===== src/rtl/dmem_arbiter_if.sv =====
`default_nettype none
// ============================================================================
// Module   : dmem_arbiter_if
// Purpose  : Bundles the CPU, host and data-memory signals of the data-memory
//            arbiter. The slave view is the arbiter; the master view is the
//            environment (CPU MEM stage, host port and data_memory).
// Revision : 1.0 - initial release
// ============================================================================
interface dmem_arbiter_if #(
    parameter int ADDR_W = 16,
    parameter int DATA_W = 16
);
    logic              cpu_req;
    logic              cpu_we;
    logic [ADDR_W-1:0] cpu_addr;
    logic [DATA_W-1:0] cpu_wdata;
    logic              cpu_stall;
    logic [DATA_W-1:0] cpu_rdata;
    logic              cpu_rvalid;

    logic              host_req;
    logic              host_we;
    logic [ADDR_W-1:0] host_addr;
    logic [DATA_W-1:0] host_wdata;
    logic              host_lock;
    logic              host_gnt;
    logic [DATA_W-1:0] host_rdata;
    logic              host_rvalid;

    logic [ADDR_W-1:0] mem_addr;
    logic [DATA_W-1:0] mem_wdata;
    logic              mem_read;
    logic              mem_write;
    logic [DATA_W-1:0] mem_rdata;

    logic              locked;

    modport slave (
        input  cpu_req, cpu_we, cpu_addr, cpu_wdata,
        output cpu_stall, cpu_rdata, cpu_rvalid,
        input  host_req, host_we, host_addr, host_wdata, host_lock,
        output host_gnt, host_rdata, host_rvalid,
        output mem_addr, mem_wdata, mem_read, mem_write,
        input  mem_rdata,
        output locked
    );

    modport master (
        output cpu_req, cpu_we, cpu_addr, cpu_wdata,
        input  cpu_stall, cpu_rdata, cpu_rvalid,
        output host_req, host_we, host_addr, host_wdata, host_lock,
        input  host_gnt, host_rdata, host_rvalid,
        input  mem_addr, mem_wdata, mem_read, mem_write,
        output mem_rdata,
        input  locked
    );
endinterface
`default_nettype wire


===== src/rtl/dmem_arbiter.sv =====
`default_nettype none
// ============================================================================
// Module   : dmem_arbiter
// Purpose  : Shares the single-port data memory between the CPU MEM stage and
//            a host port. CPU has fixed priority, the host is guaranteed a
//            grant after STARVE_LIMIT denied cycles, and the host can hold the
//            memory atomically with host_lock.
// Revision : 1.0 - initial release
// ============================================================================
module dmem_arbiter #(
    parameter int ADDR_W       = 16,
    parameter int DATA_W       = 16,
    parameter int STARVE_LIMIT = 4
) (
    input  logic           clk,
    input  logic           pc_reset,
    dmem_arbiter_if.slave  bus
);
    localparam logic [0:0] c_ARB    = 1'b0;
    localparam logic [0:0] c_LOCKED = 1'b1;
    localparam logic [3:0] c_STARVE_LIMIT = 4'(STARVE_LIMIT);

    logic [0:0]        r_state;
    logic [0:0]        w_state_nxt;
    logic [3:0]        r_starve_cnt;
    logic              r_rd_pending;
    logic              r_rd_owner;      // 1 = host, 0 = CPU
    logic [DATA_W-1:0] r_cpu_rdata;
    logic [DATA_W-1:0] r_host_rdata;

    logic              w_cpu_gnt;
    logic              w_host_gnt;
    logic              w_cpu_rvalid;
    logic              w_host_rvalid;
    logic [ADDR_W-1:0] w_mem_addr;
    logic [DATA_W-1:0] w_mem_wdata;
    logic              w_mem_read;
    logic              w_mem_write;

    // Per-cycle grant decision; nothing is granted while reset is held.
    always_comb begin
        w_cpu_gnt  = 1'b0;
        w_host_gnt = 1'b0;
        if (!pc_reset) begin
            if (r_state == c_LOCKED) begin
                w_host_gnt = bus.host_req;
            end else if (bus.host_req && (r_starve_cnt == c_STARVE_LIMIT)) begin
                w_host_gnt = 1'b1;
            end else if (bus.cpu_req) begin
                w_cpu_gnt = 1'b1;
            end else if (bus.host_req) begin
                w_host_gnt = 1'b1;
            end
        end
    end

    // Lock entry on a locked host grant; leave on the first cycle lock drops.
    always_comb begin
        w_state_nxt = r_state;
        case (r_state)
            c_ARB:    if (w_host_gnt && bus.host_lock) w_state_nxt = c_LOCKED;
            c_LOCKED: if (!bus.host_lock)              w_state_nxt = c_ARB;
            default:  w_state_nxt = c_ARB;
        endcase
    end

    // Memory command muxed from whichever requester holds the grant.
    always_comb begin
        w_mem_addr  = '0;
        w_mem_wdata = '0;
        w_mem_read  = 1'b0;
        w_mem_write = 1'b0;
        if (w_cpu_gnt) begin
            w_mem_addr  = bus.cpu_addr;
            w_mem_wdata = bus.cpu_wdata;
            w_mem_read  = ~bus.cpu_we;
            w_mem_write = bus.cpu_we;
        end else if (w_host_gnt) begin
            w_mem_addr  = bus.host_addr;
            w_mem_wdata = bus.host_wdata;
            w_mem_read  = ~bus.host_we;
            w_mem_write = bus.host_we;
        end
    end

    // A read return in progress during reset is dropped rather than delivered.
    assign w_cpu_rvalid  = r_rd_pending & ~r_rd_owner & ~pc_reset;
    assign w_host_rvalid = r_rd_pending &  r_rd_owner & ~pc_reset;

    assign bus.mem_addr    = w_mem_addr;
    assign bus.mem_wdata   = w_mem_wdata;
    assign bus.mem_read    = w_mem_read;
    assign bus.mem_write   = w_mem_write;
    assign bus.cpu_stall   = bus.cpu_req & ~w_cpu_gnt & ~pc_reset;
    assign bus.host_gnt    = w_host_gnt;
    assign bus.cpu_rvalid  = w_cpu_rvalid;
    assign bus.host_rvalid = w_host_rvalid;
    assign bus.cpu_rdata   = w_cpu_rvalid  ? bus.mem_rdata : r_cpu_rdata;
    assign bus.host_rdata  = w_host_rvalid ? bus.mem_rdata : r_host_rdata;
    assign bus.locked      = (r_state == c_LOCKED);

    // FSM state register.
    always_ff @(posedge clk) begin
        if (pc_reset) r_state <= c_ARB;
        else          r_state <= w_state_nxt;
    end

    // Host starvation counter: counts denied requesting cycles, saturating.
    always_ff @(posedge clk) begin
        if (pc_reset || w_host_gnt || !bus.host_req) begin
            r_starve_cnt <= 4'd0;
        end else if (r_starve_cnt != c_STARVE_LIMIT) begin
            r_starve_cnt <= r_starve_cnt + 4'd1;
        end
    end

    // Read tag: which requester owns the data memory returns next cycle.
    always_ff @(posedge clk) begin
        if (pc_reset) begin
            r_rd_pending <= 1'b0;
            r_rd_owner   <= 1'b0;
        end else begin
            r_rd_pending <= w_mem_read;
            r_rd_owner   <= w_host_gnt;
        end
    end

    // Hold each requester's last returned data while the other one reads.
    always_ff @(posedge clk) begin
        if (pc_reset) begin
            r_cpu_rdata  <= '0;
            r_host_rdata <= '0;
        end else begin
            if (w_cpu_rvalid)  r_cpu_rdata  <= bus.mem_rdata;
            if (w_host_rvalid) r_host_rdata <= bus.mem_rdata;
        end
    end
endmodule
`default_nettype wire


===== src/flat_wrapper.sv =====
// flat-port wrapper written by rule: the top's interface ports become plain ports
module dmem_arbiter_flat 
#(
    parameter int ADDR_W       = 16,
    parameter int DATA_W       = 16,
    parameter int STARVE_LIMIT = 4
)
  (clk, pc_reset, bus_cpu_req, bus_cpu_we, bus_cpu_addr, bus_cpu_wdata, bus_cpu_stall, bus_cpu_rdata, bus_cpu_rvalid, bus_host_req, bus_host_we, bus_host_addr, bus_host_wdata, bus_host_lock, bus_host_gnt, bus_host_rdata, bus_host_rvalid, bus_mem_addr, bus_mem_wdata, bus_mem_read, bus_mem_write, bus_mem_rdata, bus_locked);
  dmem_arbiter_if #(.ADDR_W(ADDR_W), .DATA_W(DATA_W)) bus_i ();
  input  logic clk;
  input  logic pc_reset;
  input wire logic [$bits(bus_i.cpu_req)-1:0] bus_cpu_req;
  input wire logic [$bits(bus_i.cpu_we)-1:0] bus_cpu_we;
  input wire logic [$bits(bus_i.cpu_addr)-1:0] bus_cpu_addr;
  input wire logic [$bits(bus_i.cpu_wdata)-1:0] bus_cpu_wdata;
  output wire logic [$bits(bus_i.cpu_stall)-1:0] bus_cpu_stall;
  output wire logic [$bits(bus_i.cpu_rdata)-1:0] bus_cpu_rdata;
  output wire logic [$bits(bus_i.cpu_rvalid)-1:0] bus_cpu_rvalid;
  input wire logic [$bits(bus_i.host_req)-1:0] bus_host_req;
  input wire logic [$bits(bus_i.host_we)-1:0] bus_host_we;
  input wire logic [$bits(bus_i.host_addr)-1:0] bus_host_addr;
  input wire logic [$bits(bus_i.host_wdata)-1:0] bus_host_wdata;
  input wire logic [$bits(bus_i.host_lock)-1:0] bus_host_lock;
  output wire logic [$bits(bus_i.host_gnt)-1:0] bus_host_gnt;
  output wire logic [$bits(bus_i.host_rdata)-1:0] bus_host_rdata;
  output wire logic [$bits(bus_i.host_rvalid)-1:0] bus_host_rvalid;
  output wire logic [$bits(bus_i.mem_addr)-1:0] bus_mem_addr;
  output wire logic [$bits(bus_i.mem_wdata)-1:0] bus_mem_wdata;
  output wire logic [$bits(bus_i.mem_read)-1:0] bus_mem_read;
  output wire logic [$bits(bus_i.mem_write)-1:0] bus_mem_write;
  input wire logic [$bits(bus_i.mem_rdata)-1:0] bus_mem_rdata;
  output wire logic [$bits(bus_i.locked)-1:0] bus_locked;
  assign bus_i.cpu_req = bus_cpu_req;
  assign bus_i.cpu_we = bus_cpu_we;
  assign bus_i.cpu_addr = bus_cpu_addr;
  assign bus_i.cpu_wdata = bus_cpu_wdata;
  assign bus_cpu_stall = bus_i.cpu_stall;
  assign bus_cpu_rdata = bus_i.cpu_rdata;
  assign bus_cpu_rvalid = bus_i.cpu_rvalid;
  assign bus_i.host_req = bus_host_req;
  assign bus_i.host_we = bus_host_we;
  assign bus_i.host_addr = bus_host_addr;
  assign bus_i.host_wdata = bus_host_wdata;
  assign bus_i.host_lock = bus_host_lock;
  assign bus_host_gnt = bus_i.host_gnt;
  assign bus_host_rdata = bus_i.host_rdata;
  assign bus_host_rvalid = bus_i.host_rvalid;
  assign bus_mem_addr = bus_i.mem_addr;
  assign bus_mem_wdata = bus_i.mem_wdata;
  assign bus_mem_read = bus_i.mem_read;
  assign bus_mem_write = bus_i.mem_write;
  assign bus_i.mem_rdata = bus_mem_rdata;
  assign bus_locked = bus_i.locked;
  dmem_arbiter #(.ADDR_W(ADDR_W), .DATA_W(DATA_W), .STARVE_LIMIT(STARVE_LIMIT)) u_core (.clk(clk), .pc_reset(pc_reset), .bus(bus_i));
endmodule

===== config.mk =====
export PLATFORM = sky130hd
export DESIGN_NAME = dmem_arbiter_flat
export DESIGN_NICKNAME = d
export VERILOG_FILES = /design/src/rtl/dmem_arbiter_if.sv /design/src/rtl/dmem_arbiter.sv /design/src/flat_wrapper.sv
export SDC_FILE = /design/constraint.sdc
export NUM_CORES = 1
export LEC_CHECK = 0
export BUFFER_PORTS_ARGS = -buffer_cell sky130_fd_sc_hd__buf_2
export CORE_ASPECT_RATIO = 0.6
export CORE_UTILIZATION = 45
export CTS_BUF_LIST = sky130_fd_sc_hd__clkbuf_16
export DETAILED_ROUTE_END_ITERATION = 16
export PLACE_DENSITY = 0.86
export SLEW_MARGIN = 20
export SYNTH_ARGS = -nofsm -noshare
export SYNTH_HDL_FRONTEND = slang
export SYNTH_SLANG_ARGS = --single-unit

===== constraint.sdc =====
create_clock -name clk -period 4.1 [get_ports clk]
set_clock_uncertainty 0.2 [all_clocks]
set_input_delay 0.82 -clock clk [delete_from_list [all_inputs] [get_ports clk]]
set_output_delay 0.82 -clock clk [all_outputs]
set_load 0.03 [all_outputs]

==> flow_results.xml <==
<?xml version="1.0" encoding="UTF-8"?>
<metrics>
  <group name="placed_design">
    <metric name="place.port_buffers" unit="">157</metric>
    <metric name="place.detailed.hpwl" unit="um">4600</metric>
    <metric name="placed_area" unit="um2">3120</metric>
    <metric name="weighted_congestion_reported_at_the_end_of_routability_driven_placement" unit="">0.786</metric>
  </group>
  <group name="clock_tree">
    <metric name="cts_buffers" unit="">5</metric>
    <metric name="htree_levels" unit="">2</metric>
    <metric name="clock_path_buffers" unit="">2</metric>
    <metric name="cts_resized" unit="">0</metric>
    <metric name="cts-hold-fix-buffers" unit="">0</metric>
    <metric name="cts_sinks" unit="">39</metric>
    <metric name="clock_latency" unit="ns">0.27</metric>
    <metric name="clock_tree_from_tritoncts" unit="">built</metric>
    <metric name="clk_pin_slew" unit="ns">0.06</metric>
    <metric name="cts_setup_buffers" unit="">0</metric>
    <metric name="clock-root-buffer" unit="">sky130_fd_sc_hd__clkbuf_16</metric>
  </group>
  <group name="worst_setup_path">
    <metric name="worst-r2r-setup-slack" unit="ns">2.22</metric>
    <metric name="worstPathArrival" unit="ns">2.26</metric>
    <metric name="end_of_the_worst_register_to_register_path" unit="">u_core.r_rd_pending</metric>
    <metric name="path_common_cell" unit="">sky130_fd_sc_hd__buf_2</metric>
    <metric name="setup.worst_path.end_class" unit="">primary output</metric>
    <metric name="worstSetupStartpointType" unit="">input pin</metric>
    <metric name="timing.critical_path.slowest_stage_cell" unit="">sky130_fd_sc_hd__buf_2</metric>
    <metric name="r2r-start" unit="">u_core.r_starve_cnt[0]</metric>
    <metric name="worstSetupPathType" unit="">input pin to primary output</metric>
    <metric name="critical_path.top_delay_family" unit="">buffers and inverters</metric>
    <metric name="critical_path_peak_fanout" unit="">40</metric>
    <metric name="cp.buffers_inverters" unit="">2</metric>
    <metric name="crit_path_cell_trace" unit="">buf_2 &gt; nand3b_4 &gt; mux2_2 &gt; buf_2</metric>
    <metric name="critical_path_required" unit="ns">3.08</metric>
    <metric name="length_in_cells_of_the_worst_reg_to_reg_path" unit="">5</metric>
    <metric name="longest_individual_stage_delay_on_the_worst_path" unit="ns">0.45</metric>
  </group>
  <group name="synth">
    <metric name="syn_inst" unit="">255</metric>
    <metric name="synth.top_cells.by_area" unit="">sky130_fd_sc_hd__dfxtp_1, sky130_fd_sc_hd__o32ai_1, sky130_fd_sc_hd__mux2_2, sky130_fd_sc_hd__nand2b_1, sky130_fd_sc_hd__nor2b_1</metric>
    <metric name="postSynthRegisterBits" unit="">39</metric>
    <metric name="yosys_warnings" unit="">0</metric>
    <metric name="mappedNetlistArea" unit="um2">2350</metric>
    <metric name="synth_largest_area_cell" unit="">sky130_fd_sc_hd__dfxtp_1</metric>
    <metric name="synth_top_area_share" unit="">0.332</metric>
    <metric name="synth_seq_area_share" unit="">0.332</metric>
    <metric name="synthesized_area_per_cell" unit="um2">9.21</metric>
    <metric name="syn_nets" unit="">344</metric>
    <metric name="netlist-cell-type-count" unit="">27</metric>
  </group>
  <group name="sta">
    <metric name="drv_slew" unit="">0</metric>
    <metric name="hold-worst-slack" unit="ns">0.287</metric>
    <metric name="timing.final.setup_violations" unit="">0</metric>
    <metric name="max_slew.worst_pin.slew" unit="ns">0.656</metric>
    <metric name="finalSetupTns" unit="ns">0</metric>
    <metric name="fmax" unit="MHz">304</metric>
    <metric name="timing.max_slew.rel_slack" unit="">0.563</metric>
    <metric name="finalHoldViolCount" unit="">0</metric>
    <metric name="final.period_utilization" unit="">0.801</metric>
    <metric name="rsz_0062_raised_after_global_routing" unit="">no</metric>
    <metric name="min_period" unit="ns">3.28</metric>
  </group>
  <group name="grt">
    <metric name="grt_first_pass_wirelength" unit="um">9390</metric>
    <metric name="grt_pass1_vias" unit="">2111</metric>
    <metric name="antenna_violations_before_repair" unit="">0</metric>
    <metric name="global_route.usage.total" unit="">0.217</metric>
    <metric name="grt_remaining_overflow" unit="">0</metric>
    <metric name="grt_start_max_net_pins" unit="">46</metric>
  </group>
  <group name="pwr">
    <metric name="internal_power" unit="W">0.000827</metric>
    <metric name="comb_pwr_share" unit="">0.213</metric>
    <metric name="post-layout-total-power" unit="W">0.00112</metric>
    <metric name="power.share.switching" unit="">0.260</metric>
    <metric name="share_clk_of_total_power" unit="">0.438</metric>
    <metric name="max-vdd-ir-drop" unit="mV">0.210</metric>
    <metric name="seq_power_share" unit="">0.349</metric>
    <metric name="net-switching-power" unit="W">0.000291</metric>
    <metric name="leakagePower" unit="nW">1.83</metric>
    <metric name="pwr_density_cell" unit="nW/um2">337</metric>
  </group>
  <group name="cells_and_area">
    <metric name="antenna_cells_inserted" unit="">0</metric>
    <metric name="syn2layout_area_growth" unit="%">41.1</metric>
    <metric name="finalNetCount" unit="">490</metric>
    <metric name="layout.core_utilization" unit="">0.693</metric>
    <metric name="final_layout_size_suffix_gt1_frac" unit="">0.507</metric>
    <metric name="layout.cell_area.non_filler" unit="um2">3310</metric>
  </group>
  <group name="detailed_routing">
    <metric name="antenna_left" unit="">0</metric>
    <metric name="drt_wl_total" unit="um">6040</metric>
    <metric name="vias" unit="">2265</metric>
    <metric name="vias_per_cell" unit="">4.87</metric>
    <metric name="drt_first_iter_violations" unit="">51</metric>
    <metric name="avgRoutedWirePerCell" unit="um">13.0</metric>
    <metric name="drcViolationCount" unit="">0</metric>
    <metric name="detail_route.first_pass.iterations" unit="">4</metric>
  </group>
  <group name="run_status">
    <metric name="run_status" unit="">completed</metric>
  </group>
  <group name="floorplanning">
    <metric name="initial_utilization" unit="">0.491</metric>
    <metric name="die_w" unit="um">95.3</metric>
    <metric name="placementRows" unit="">19</metric>
    <metric name="die_area" unit="um2">5520</metric>
    <metric name="fp.dieH" unit="um">58.0</metric>
    <metric name="top_level_ports" unit="">158</metric>
    <metric name="core-area" unit="um2">4780</metric>
  </group>
  <group name="worst_hold_path">
    <metric name="worstHoldPathCells" unit="">1</metric>
    <metric name="worstHoldPathType" unit="">register to register</metric>
    <metric name="startpoint_of_the_lowest_slack_hold_path" unit="">u_core.r_starve_cnt[0]</metric>
    <metric name="hold_end" unit="">u_core.r_starve_cnt[0]</metric>
  </group>
  <group name="job">
    <metric name="cap_violations" unit="">0</metric>
  </group>
</metrics>
-- cell usage in the layout, fill, tap and decap left out --
cell type	synthesis	routed
sky130_fd_sc_hd__a2111oi_0	1	1
sky130_fd_sc_hd__a21bo_2	1	1
sky130_fd_sc_hd__and2b_1	9	9
sky130_fd_sc_hd__and4b_1	1	1
sky130_fd_sc_hd__buf_2	7	157
sky130_fd_sc_hd__buf_4	1	4
sky130_fd_sc_hd__bufinv_16	0	2
sky130_fd_sc_hd__clkbuf_16	0	5
sky130_fd_sc_hd__dfxtp_1	39	39
sky130_fd_sc_hd__ha_1	2	2
sky130_fd_sc_hd__inv_1	38	39
sky130_fd_sc_hd__mux2_2	23	23
sky130_fd_sc_hd__mux2_4	9	9
sky130_fd_sc_hd__nand2b_1	34	34
sky130_fd_sc_hd__nand3_1	1	1
sky130_fd_sc_hd__nand3b_1	1	1
sky130_fd_sc_hd__nand3b_4	1	1
sky130_fd_sc_hd__nand4b_1	1	1
sky130_fd_sc_hd__nor2_1	8	8
sky130_fd_sc_hd__nor2b_1	24	24
sky130_fd_sc_hd__nor3b_1	1	1
sky130_fd_sc_hd__nor3b_4	1	1
sky130_fd_sc_hd__o32ai_1	35	35
sky130_fd_sc_hd__or2_2	1	1
sky130_fd_sc_hd__xnor2_1	1	1
sky130_fd_sc_hd__xor2_1	1	1
-- cell usage after synthesis (all sizes together) --
library cell and number:
mux2 32, or2 1, xor2 1, xnor2 1, nand2b 34, nand3b 2
nor2b 24, nor2 8, nor3b 2, a2111oi 1, nand3 1, and4b 1
a21bo 1, ha 2, buf 10, dfxtp 39, nand4b 1, inv 38
and2b 9, o32ai 35, clkbuf 12
-- worst reg2reg max path, delay by kind of cell (launching register included) --
| kind | cells | cell delay, ns |
|---|---|---|
| DFF | 1 | 0.39 |
| adders and majority gates | 1 | 0.22 |
| AOI/OAI and AO/OA | 2 | 0.74 |
| and+or+nand+nor | 1 | 0.13 |
| buffers and inverters | 1 | 0.07 |
-- final cells by class --
class,count,area (um2)
clock buffers,5,125
inverters,38,143
well taps,63,78.8
clock inverters,3,63.8
repair buffers,161,816
fillers,391,1470
flip-flops and latches,39,781
multi-input cells,156,1310
-- state kept, by name (all words and copies together) (netlist names) --
signal and flops:
u_core.r_cpu_rdata 16, u_core.r_rd_pending 1, u_core.r_starve_cnt 4, u_core.r_host_rdata 16, u_core.r_rd_owner 1, u_core.bus.locked 1
-- stage by stage --
| stage | setup slack (ns) | cells |
|---|---|---|
| after global routing | 0.730 | 465 |
| after detailed placement | 0.804 | 457 |
| after global placement | 0.839 | 457 |
| after floorplan | 0.808 | 255 |
| after CTS | 0.811 | 465 |
| final | 0.815 | 465 |
-- logic make-up (layout without fill, tap and decap cells) --
family	after synthesis	count (layout)	share of synthesized area
AO/OA/AOI/OAI	37	37	0.139
XOR/XNOR	2	2	0.00746
adder cells (fa/ha/maj)	2	2	0.0107
buffers and inverters	60	207	0.111
flip-flops	39	39	0.332
multiplexers	32	32	0.168
AND/OR/NAND/NOR	83	83	0.232
-- power groups by stage --
| stage | combinational [W] | clock, W | sequential [W] |
|---|---|---|---|
| CTS | 0.000240 | 0.000497 | 0.000390 |
| detailed placement | 0.000238 | 0 | 0.000399 |
| global route | 0.000256 | 0.000517 | 0.000391 |
| global placement | 0.000235 | 0 | 0.000398 |
| floorplan | 0.000158 | 0 | 0.000398 |
| finish | 0.000238 | 0.000489 | 0.000390 |
-- per-layer routing --
layer  wire length (um)  share of wire  track usage  vias up
met4                 27         0.0045       0.0433        0
li1                   -              -            -     1149
met3                480          0.079       0.0630        4
met1               2630           0.43        0.253     1019
met2               2910           0.48        0.398       93
met5                  0              0            0        -
-- how the worst max path moves through the flow --
stage	endpoint	depth (start not counted)	slack [ns]	startpoint
global route	bus_host_rdata[5]	4	0.73	pc_reset
CTS	bus_host_rdata[5]	4	0.81	pc_reset
floorplan	bus_mem_wdata[10]	5	0.81	bus_cpu_req
global placement	bus_host_rdata[9]	4	0.84	pc_reset
detailed placement	bus_host_rdata[5]	4	0.80	pc_reset
finish	bus_host_rdata[5]	4	0.82	pc_reset
Note: power is estimated with default switching activity, not from simulation.
